`src/rtl/cnn_conv_acc_sat.sv`:
```
// Kernel-window accumulator: sums N_TAPS signed products plus a bias, then
// rescales with round-half-up and saturates to the signed activation width.
module cnn_conv_acc_sat #(
  parameter int PROD_W = 22,
  parameter int N_TAPS = 9,
  parameter int ACC_W  = 27,
  parameter int SHIFT  = 6,
  parameter int OUT_W  = 14
) (
  input  logic              ap_clk,
  input  logic              ap_rst_n,
  input  logic [PROD_W-1:0] prod_data,
  input  logic              prod_valid,
  output logic              prod_ready,
  input  logic [PROD_W-1:0] bias_in,
  output logic [OUT_W-1:0]  out_data,
  output logic              out_sat,
  output logic              out_valid,
  input  logic              out_ready
);

  localparam int CNT_W = (N_TAPS > 1) ? $clog2(N_TAPS) : 1;
  localparam logic [CNT_W-1:0] LAST_TAP = CNT_W'(N_TAPS - 1);
  localparam logic signed [ACC_W:0] SAT_MAX =
    $signed({{(ACC_W + 2 - OUT_W){1'b0}}, {(OUT_W - 1){1'b1}}});
  localparam logic signed [ACC_W:0] SAT_MIN =
    $signed({{(ACC_W + 2 - OUT_W){1'b1}}, {(OUT_W - 1){1'b0}}});

  typedef enum logic [0:0] {S_ACC, S_OUT} state_t;

  state_t                   r_state;
  logic signed [ACC_W-1:0]  r_acc;
  logic [CNT_W-1:0]         r_tap_cnt;

  logic signed [ACC_W-1:0]  w_prod_ext;
  logic signed [ACC_W-1:0]  w_bias_ext;
  logic signed [ACC_W-1:0]  w_sum;
  logic signed [ACC_W:0]    w_sum_ext;
  logic signed [ACC_W:0]    w_r;
  logic [OUT_W-1:0]         w_out;
  logic                     w_sat;
  logic                     w_accept;
  logic                     w_last;

  assign w_prod_ext = $signed({{(ACC_W - PROD_W){prod_data[PROD_W-1]}}, prod_data});
  assign w_bias_ext = $signed({{(ACC_W - PROD_W){bias_in[PROD_W-1]}}, bias_in});

  // First tap of a window restarts from the bias; the old sum is dropped.
  assign w_sum     = (r_tap_cnt == '0) ? (w_bias_ext + w_prod_ext) : (r_acc + w_prod_ext);
  assign w_sum_ext = {w_sum[ACC_W-1], w_sum};

  generate
    if (SHIFT == 0) begin : g_noshift
      assign w_r = w_sum_ext;
    end else begin : g_shift
      localparam logic signed [ACC_W:0] RND = (ACC_W + 1)'(1) <<< (SHIFT - 1);
      assign w_r = (w_sum_ext + RND) >>> SHIFT;
    end
  endgenerate

  always_comb begin
    w_out = w_r[OUT_W-1:0];
    w_sat = 1'b0;
    if (w_r > SAT_MAX) begin
      w_out = SAT_MAX[OUT_W-1:0];
      w_sat = 1'b1;
    end else if (w_r < SAT_MIN) begin
      w_out = SAT_MIN[OUT_W-1:0];
      w_sat = 1'b1;
    end
  end

  assign prod_ready = (r_state == S_ACC);
  assign w_accept   = prod_valid && prod_ready;
  assign w_last     = (r_tap_cnt == LAST_TAP);

  always_ff @(posedge ap_clk) begin
    if (!ap_rst_n) begin
      r_state   <= S_ACC;
      r_acc     <= '0;
      r_tap_cnt <= '0;
      out_valid <= 1'b0;
      out_data  <= '0;
      out_sat   <= 1'b0;
    end else begin
      case (r_state)
        S_ACC: begin
          if (w_accept) begin
            r_acc <= w_sum;
            if (w_last) begin
              out_data  <= w_out;
              out_sat   <= w_sat;
              out_valid <= 1'b1;
              r_tap_cnt <= '0;
              r_state   <= S_OUT;
            end else begin
              r_tap_cnt <= r_tap_cnt + CNT_W'(1);
            end
          end
        end
        S_OUT: begin
          if (out_ready) begin
            out_valid <= 1'b0;
            r_state   <= S_ACC;
          end
        end
        default: r_state <= S_ACC;
      endcase
    end
  end

endmodule

```
`config.mk`:
```
export PLATFORM = sky130hd
export DESIGN_NAME = cnn_conv_acc_sat
export DESIGN_NICKNAME = d
export VERILOG_FILES = /design/src/rtl/cnn_conv_acc_sat.sv
export SDC_FILE = /design/constraint.sdc
export NUM_CORES = 1
export LEC_CHECK = 0
export BUFFER_PORTS_ARGS = -buffer_cell sky130_fd_sc_hd__buf_4
export CAP_MARGIN = 30
export CORE_ASPECT_RATIO = 1.1
export CORE_MARGIN = 2
export CORE_UTILIZATION = 46
export CTS_BUF_LIST = sky130_fd_sc_hd__clkbuf_8
export CTS_CLUSTER_SIZE = 16
export DETAILED_ROUTE_END_ITERATION = 16
export GPL_TIMING_DRIVEN = 0
export HOLD_SLACK_MARGIN = 0.08
export PLACE_DENSITY_LB_ADDON = 0.25
export SETUP_SLACK_MARGIN = 0.05
export SLEW_MARGIN = 30
export SYNTH_ARGS = -nofsm -noshare
export SYNTH_HDL_FRONTEND = slang
export SYNTH_SLANG_ARGS = --single-unit
```
`constraint.sdc`:
```
create_clock -name ap_clk -period 11.3 [get_ports ap_clk]
set_clock_uncertainty 0.05 [all_clocks]
set_input_delay 0.565 -clock ap_clk [delete_from_list [all_inputs] [get_ports ap_clk]]
set_output_delay 0.565 -clock ap_clk [all_outputs]
set_load 0.02 [all_outputs]
```
**Word-level counts from Yosys, hierarchy flattened**

Cells that the tools add are included.

- Flip-flop bits (word level): 48
- Bits of input ports: 48
- Logic and storage cells: 36

- $add $sub $neg: 4
- Magnitude comparators: 2
- Eq/ne operators: 4
- Muxes and demuxes: 14
- Bitwise operators: 1
- Reduce and logical (&&, ||, !) cells: 5

Operators by type and width:

| cell | count |
|---|---|
| adder 27 x 7 -> 28 bit, second input constant | 1 |
| 2-to-1 mux 14 bit | 2 |
| adder 27 x 22 -> 27 bit | 1 |
| 2-to-1 mux 27 bit | 1 |
| adder 22 x 22 -> 23 bit | 1 |
| > comparator 22 x 14 -> 1 bit, second input constant | 1 |
| less-than comparator 22 x 14 -> 1 bit, second input constant | 1 |
| 2-to-1 mux 1 bit | 8 |
| AND reduction 3 bit | 2 |
| adder 4 x 1 -> 4 bit, second input constant | 1 |
| == test 4 bit, second input constant | 1 |
| logical NOT 4 bit | 1 |
| 2-to-1 mux 4 bit | 1 |
| inequality test 2 x 1 -> 1 bit, second input constant | 2 |
| one-hot mux 1 bit (2 select lines) | 2 |
| inequality test 2 bit, second input constant | 1 |
| AND reduction 2 bit | 1 |
| logical AND 1 bit | 1 |
| NOT 1 bit | 1 |

**Logic depth before layout (Yosys ltp)**

Gate-level depths: netlist (run 1).

- Word-level depth: 6
- Gate-level depth with buffers: 18
- Gate-level depth less buffers: 15

**Least setup slack after synthesis (run 1)**

Ideal clock, no wire load.

- Path type: input -> register
- From: input prod_data[0]
- To: register out_data[10]
- Setup time: 149 ps
- Arrival: 4188 ps
- Required time: 11101 ps
- Slack: 6913 ps
- Stages on the path: 16
- Buffers on the path: 1
- Cell sequence: ha_1 -> inv_1 -> fa_1 -> nand2b_1 -> a21oi_2 -> o22ai_1 -> xor2_1 -> or3b_4 -> a211oi_2 -> nand4_2 -> or4_1 -> a211oi_2 -> o211ai_2 -> o31ai_4 -> buf_6 -> a311oi_2

- Longest elaborated chain between the ends: 6

RTL lines:

| item | line | source |
|---|---|---|
| from (decl) | 12 | `input logic [PROD_W-1:0] prod_data,` |
| adder 27 x 22 -> 27 bit or adder 22 x 22 -> 23 bit (tied branches) | 49 | `assign w_sum = (r_tap_cnt == '0) ? (w_bias_ext + w_prod_ext) : (r_acc + w_prod_ext);` |
| 2-to-1 mux 27 bit (*) | 49 |  |
| adder 27 x 7 -> 28 bit (*) | 57 | `assign w_r = (w_sum_ext + RND) >>> SHIFT;` |
| less-than comparator 22 x 14 -> 1 bit | 67 | `end else if (w_r < SAT_MIN) begin` |
| 2-to-1 mux 14 bit | 67 |  |
| 2-to-1 mux 14 bit (*) | 64 | `if (w_r > SAT_MAX) begin` |
| to (signal assigned) | 91 | `out_data <= w_out;` |
| to (decl) | 16 | `output logic [OUT_W-1:0] out_data,` |

Every way passes the cells marked *; elsewhere a longest branch is shown, timed or not.
A chain may end at the register's enable or synchronous reset.

**Worst setup path in the final report (run 1)**

- From: register r_tap_cnt[0]
- To: register out_data[12]

- Longest elaborated chain between the ends: 6

RTL lines:

| item | line | source |
|---|---|---|
| from (decl) | 33 | `logic [CNT_W-1:0] r_tap_cnt;` |
| from (signal assigned) | 97 | `r_tap_cnt <= r_tap_cnt + CNT_W'(1);` |
| logical NOT 4 bit (*) | 49 |  |
| 2-to-1 mux 27 bit (*) | 49 |  |
| via w_sum[5] | 37 | `logic signed [ACC_W-1:0] w_sum;` |
| adder 27 x 7 -> 28 bit (*) | 57 |  |
| less-than comparator 22 x 14 -> 1 bit | 67 |  |
| 2-to-1 mux 14 bit | 67 |  |
| 2-to-1 mux 14 bit (*) | 64 |  |

Mark *: on every way through the listed nets, which the timed path passes. The rest lies on a longest branch.

==> summary.md, run 1 <==
| Metric | Value |
|---|---|
| Unique masters post-synth | `89` |
| Max-Cap Viols | `0` |
| Post-synth EDFFs | `0` |
| Clock share of power | `18.0%` |
| Nets | `895` |
| Pwr Density | `117 nW/um2` |
| CP endpoint kind | `flop` |
| Seq. cell area | `961 um2` |
| Post-synth top area cell | `dfxtp_1` |
| Period utilisation layout | `47.1%` |
| NetSw | `334 uW` |
| H-tree levels | `2` |
| Critical path class | `reg -> reg` |
| First-pass GRT wire length | `27.4 mm` |
| Port Buffers | `64` |
| Final setup viols | `0` |
| Routed Antenna Nets | `0` |
| Multi-input logic area | `4350 um2` |
| Yosys warns | `0` |
| Critical path peak fanout | `10` |
| GRT Total Usage | `26.7%` |
| CTS resizes | `0` |
| Fin cells | `949` |
| Post-synthesis average cell area | `7.65 um2` |
| Run status | `finished, final reports clean` |
| Setup bufs post-CTS | `0` |
| Initial DRC count | `433` |
| Reg2reg path depth | `16` |
| Commonest non-fill, non-tap cell in the layout | `nor2_1` |
| Max Transition Viols Final | `0` |
| Crit path DAT | `5.44 ns` |
| FFs w/ async S/R, synth | `0%` |
| # clock sinks | `48` |
| DR pass1 iterations | `5` |
| Boundary pin count | `65` |
| Layout area overhead | `14.3%` |
| Normalized max-slew margin | `46.0%` |
| Starting density of the core | `46.5%` |
| Worst-case vdd ir drop | `61.1 uV` |
| Gr ovfl total | `0` |
| Initial antenna violation count | `0` |
| Die W | `109 um` |
| Total Power | `737 uW` |
| Worst Hold Class | `reg -> reg` |
| Vias | `5947` |
| CTS clk-pin slew, worst paths | `0.10 ns` |
| Ratio of cells with drive above 1 in the final layout | `16.7%` |
| Sequential share of the synthesized area | `17.4%` |
| Combinational power share | `56.2%` |
| Pleak | `0.00258 uW` |
| DIE AREA | `12900 um2` |
| Routed wire per std cell | `18.2 um` |
| Largest cells by area after synthesis | `dfxtp_1, ha_1, nor2_1` |
| Bufs on Longest Clock Path | `2` |
| Required @ worst endpoint | `11.42 ns` |
| Post-Syn Nets | `824` |
| CTS tree | `done` |
| Vias in the first global route | `5655` |
| Setup crit start kind | `flop` |
| Std-Cell Rows | `42` |
| RSZ-0062 raised after global routing | `no` |
| Filler cells | `1162` |
| Post-route minimum period | `5.32 ns` |
| CORE AREA | `11900 um2` |
| Mapped Cells | `723` |
| Place WS | `6.11 ns` |
| Clock Latency Late Sink | `0.32 ns` |
| Vias per Instance | `6.27` |
| Final WS setup | `5.98 ns` |
| HPWL after DPL | `14.0 mm` |
| Worst Tran Pin Value | `0.811 ns` |
| Final WL | `17.3 mm` |
| Total negative setup slack | `0 ns` |
| Sw frac | `45.3%` |
| Sequential Power Share | `25.8%` |
| Mapped Area | `5530 um2` |
| Die H | `119 um` |
| Internal power | `403 uW` |
| Ys flop type | `dfxtp_1` |
| Final-report hold violation count | `0` |
| TritonCTS Buffers | `5` |
| WHS Path Cells | `2` |
| Peak Freq | `0.188 GHz` |
| Most frequent cells in the layout | `nor2_1, buf_4, a21oi_1, nand2_1, ha_1` |
| Largest net degree at the start of global routing | `17` |
| Synth top area share | `17.4%` |
| RePlAce Congestion | `0.897` |
| Flops & latches, synth | `48` |
| Hold_buf cts | `0` |
| DRC | `0` |
| N_diodes | `0` |
| Placed instance count | `941` |
| Clock root buffer | `clkbuf_8` |
## synth_stat cells (4+ instances only)
cell type / count
nor4_1: 4
a21o_1: 16
nand2_1: 54
nand2b_1: 11
mux2i_1: 7
o21a_1: 9
dfxtp_1: 48
o21ai_1: 6
o211ai_1: 4
nor2b_1: 6
a21oi_1: 57
and4_1: 5
a311oi_1: 7
nor2_1: 94
o31ai_1: 4
a211oi_2: 10
nand4_1: 15
a211o_1: 4
buf_2: 7
o21ai_0: 36
inv_1: 18
a31oi_1: 9
clkbuf_1: 21
a311oi_2: 5
xor2_1: 20
ha_1: 51
a211oi_1: 26
or3_1: 5
and3_1: 11
or2_2: 5
nor3_1: 19
nand3_1: 19
xnor2_1: 22
or4_1: 5
## logic make-up after synthesis
group                      after synthesis  share of synthesized area (%)
adders and majority gates               53                           12.3
and+or+nand+nor                        270                           24.6
DFF                                     48                           17.4
xor gates and xnor gates                42                           6.65
AOI/OAI and AO/OA                      250                           33.5
muxes                                    9                           1.67
buffers and inverters                   51                           3.96
## power by group through the flow
stage | registers [uW] | logic, uW | clock network (uW)
floorplan | 190 | 303 | 0
global placement | 193 | 397 | 0
detailed placement | 194 | 407 | 0
CTS | 190 | 409 | 135
global route | 191 | 454 | 142
finish | 190 | 415 | 133
## per-stage QoR
step           utilization, %  area [um2]  hold slack, ns
2_1_floorplan               -        5530           0.390
3_3_place_gp             52.2        6200           0.402
3_5_place_dp             52.2        6200           0.410
4_1_cts                  53.2        6320           0.423
5_1_grt                  53.2        6320           0.444
6_report                 53.2        6320           0.418
## final timing paths
path / from / to / slack (ns)
setup / recovery: r_tap_cnt[0] / out_data[12] / 5.98
hold / removal: out_valid / out_valid / 0.42
setup reg to reg: r_tap_cnt[0] / out_data[12] / 5.98
hold reg to reg: out_valid / out_valid / 0.42
## flip-flops by register name, indices dropped and copies added (netlist names)
| register | cells |
|---|---|
| r_acc | 27 |
| out_data | 14 |
| r_tap_cnt | 4 |
| out_sat | 1 |
| out_valid | 1 |
| r_state | 1 |
## area by class of cell
type	instances	share of cell area, %
multi-input combinational	624	68.8
tap	154	3.05
inverter	18	1.07
clock buffer	5	1.09
timing repair buffer	64	7.61
sequential	48	15.2
clock inverter	3	0.753
buffer	33	2.40
## critical path, cell delays in order, from the launching register on
cell and delay, ns:
dfxtp_1 0.36, inv_1 0.08, ha_1 0.15, nor3b_2 0.65, buf_2 0.38, clkbuf_1 0.53
buf_1 0.43, a21o_1 0.20, ha_1 0.15, clkbuf_1 0.32, nand4_2 0.24, or4_1 0.55
a211oi_2 0.25, o211ai_2 0.15, o31ai_4 0.34, buf_6 0.22, a311oi_2 0.10
## routing by layer
metal / track usage (%) / wire (um)
met1: 34.0 / 7540
met2: 45.9 / 8430
met3: 3.12 / 785
met4: 9.05 / 554
met5: 0 / 0
(Power assumes the default switching activity.)
==> inputs of run 2 (changes only) <==
==> constraint.sdc (replaced) <==
create_clock -name ap_clk -period 5.4 [get_ports ap_clk]
set_clock_uncertainty 0.05 [all_clocks]
set_input_delay 0.27 -clock ap_clk [delete_from_list [all_inputs] [get_ports ap_clk]]
set_output_delay 0.27 -clock ap_clk [all_outputs]
set_load 0.02 [all_outputs]
==> run 2 against run 1 <==
Utilization about the same. Cell area barely moved. Non-clock buffer count decreased by 1. Fmax increased by 8.5%. Sequential share of layout area about the same. Largest cell class unchanged. Global-route usage did not move. Via count shrank 0.30%. Register-to-register slack lost 5.5 ns. Critical path depth is the same.
==> summary.md, run 2 (synthesized netlist as in run 1, its figures left out) <==
| Metric | Value |
|---|---|
| Reg2reg path depth | `16` |
| Run status | `finished, final reports clean` |
| RR Startpoint | `r_tap_cnt[0]` |
| Period utilisation layout | `90.8%` |
| Biggest regs | `r_acc x27, out_data x14, r_tap_cnt x4` |
| GRT Total Usage | `26.7%` |
| Die H | `119 um` |
| Total negative setup slack | `0 ns` |
| CP endpoint kind | `flop` |
| Vias per Instance | `6.25` |
| Peak Freq | `0.204 GHz` |
| Bufs on Longest Clock Path | `2` |
| TritonCTS Buffers | `5` |
| Vias | `5929` |
| Number of flip-flops in the largest register | `27` |
| Critical path peak fanout | `10` |
| Required @ worst endpoint | `5.52 ns` |
| Normalized max-slew margin | `45.3%` |
| CTS clk-pin slew, worst paths | `0.10 ns` |
| # clock sinks | `48` |
| Initial antenna violation count | `0` |
| Max-Cap Viols | `0` |
| WHS Path Cells | `3` |
| CTS tree | `done` |
| R2R Setup Slk | `0.49 ns` |
| Clock root buffer | `clkbuf_8` |
| CORE AREA | `11900 um2` |
| Biggest register | `r_acc` |
| Ratio of cells with drive above 1 in the final layout | `17.0%` |
| Gr ovfl total | `0` |
| Routed wire per std cell | `18.3 um` |
| HPWL after DPL | `14.0 mm` |
| N_diodes | `0` |
| Starting density of the core | `46.5%` |
| Critical path class | `reg -> reg` |
| RSZ-0062 raised after global routing | `no` |
| Largest net degree at the start of global routing | `17` |
| Clock Latency Late Sink | `0.32 ns` |
| Std-Cell Rows | `42` |
| Worst Tran Pin Value | `0.820 ns` |
| Worst hold endpoint | `r_state` |
| Port Buffers | `64` |
| Boundary pin count | `65` |
| Commonest non-fill, non-tap cell in the layout | `nor2_1` |
| DRC | `0` |
| Pwr Density | `245 nW/um2` |
| Pleak | `0.00259 uW` |
| Initial DRC count | `377` |
| Utilization after layout | `53.2%` |
| Crit path DAT | `5.03 ns` |
| Post-route minimum period | `4.91 ns` |
| Worst hold start | `out_ready` |
| Layout area overhead | `14.4%` |
| H-tree levels | `2` |
| Final-report hold violation count | `0` |
| Routed Antenna Nets | `0` |
| Most frequent cells in the layout | `nor2_1, buf_4, a21oi_1, nand2_1, ha_1` |
| RePlAce Congestion | `0.897` |
| First-pass GRT wire length | `27.4 mm` |
| Setup crit start kind | `flop` |
| Vias in the first global route | `5655` |
| Worst Hold Class | `in -> reg` |
| Setup bufs post-CTS | `0` |
| Final WL | `17.3 mm` |
| Max Transition Viols Final | `0` |
| DIE AREA | `12900 um2` |
| Worst-case vdd ir drop | `130 uV` |
| Final WS setup | `0.494 ns` |
| FF-to-FF End | `out_data[12]` |
| Nets | `894` |
| Place WS | `0.214 ns` |
| DR pass1 iterations | `5` |
| Final setup viols | `0` |
| Die W | `109 um` |
## run 2: worst max-delay path by stage
stage | start | to | slack, ns | cells past startpoint
after floorplan | r_acc[0] | out_data[10] | 1.26 | 16
after global placement | r_tap_cnt[0] | out_data[12] | 0.31 | 16
after detailed placement | r_tap_cnt[0] | out_data[8] | 0.21 | 16
after CTS | r_tap_cnt[0] | out_data[8] | 0.19 | 16
after global routing | r_tap_cnt[0] | out_data[12] | 0.11 | 16
final | r_tap_cnt[0] | out_data[12] | 0.49 | 16
## run 2: timing repair
action	4_1_cts	5_1_grt
endpoints found under the setup margin	0	14
hold buffers	0	0
resized for setup	0	4
## run 2: critical path: stages (launching register included)
cell      delay [ns]
dfxtp_1         0.36
inv_1           0.08
ha_1            0.17
nor3b_4         0.48
buf_2           0.35
clkbuf_2        0.33
buf_1           0.41
a21o_1          0.21
ha_1            0.15
clkbuf_1        0.31
nand4_2         0.23
or4_1           0.55
a211oi_2        0.25
o211ai_2        0.15
o31ai_4         0.34
buf_6           0.22
a311oi_2        0.10
## run 2: per-stage QoR
step	cell area, um2	cells	power, uW	hold slack, ns
finish	6320	948	1550	0.160
global route	6320	948	1650	0.166
CTS	6320	949	1540	0.160
detailed placement	6200	941	1260	0.410
global placement	6200	941	1240	0.402
floorplan	5530	723	1030	0.353
## run 2: final cells by class
cell class | count | area (um2)
Buffer | 32 | 150
Clock buffer | 5 | 68.8
Clock inverter | 3 | 47.5
Fill cell | 1161 | 5550
Inverter | 18 | 67.6
Multi-Input combinational cell | 624 | 4350
Sequential cell | 48 | 961
Tap cell | 154 | 193
Timing Repair Buffer | 64 | 480
## run 2: metal layers
metal	up-vias	wire, um	part of all wire, %	GRT usage, %
met5	-	0	0	0
met2	175	8400	48	45.9
li1	2881	-	-	-
met1	2827	7580	44	34.0
met4	0	553	3.2	9.05
met3	46	804	4.6	3.12
## run 2: power breakdown
part / internal, uW / leakage [uW] / switching (uW)
Combinational: 326 / 0.00214 / 544
Clock: 140 / 0.0000583 / 139
Sequential: 379 / 0.000393 / 18.3
Total: 845 / 0.00259 / 702
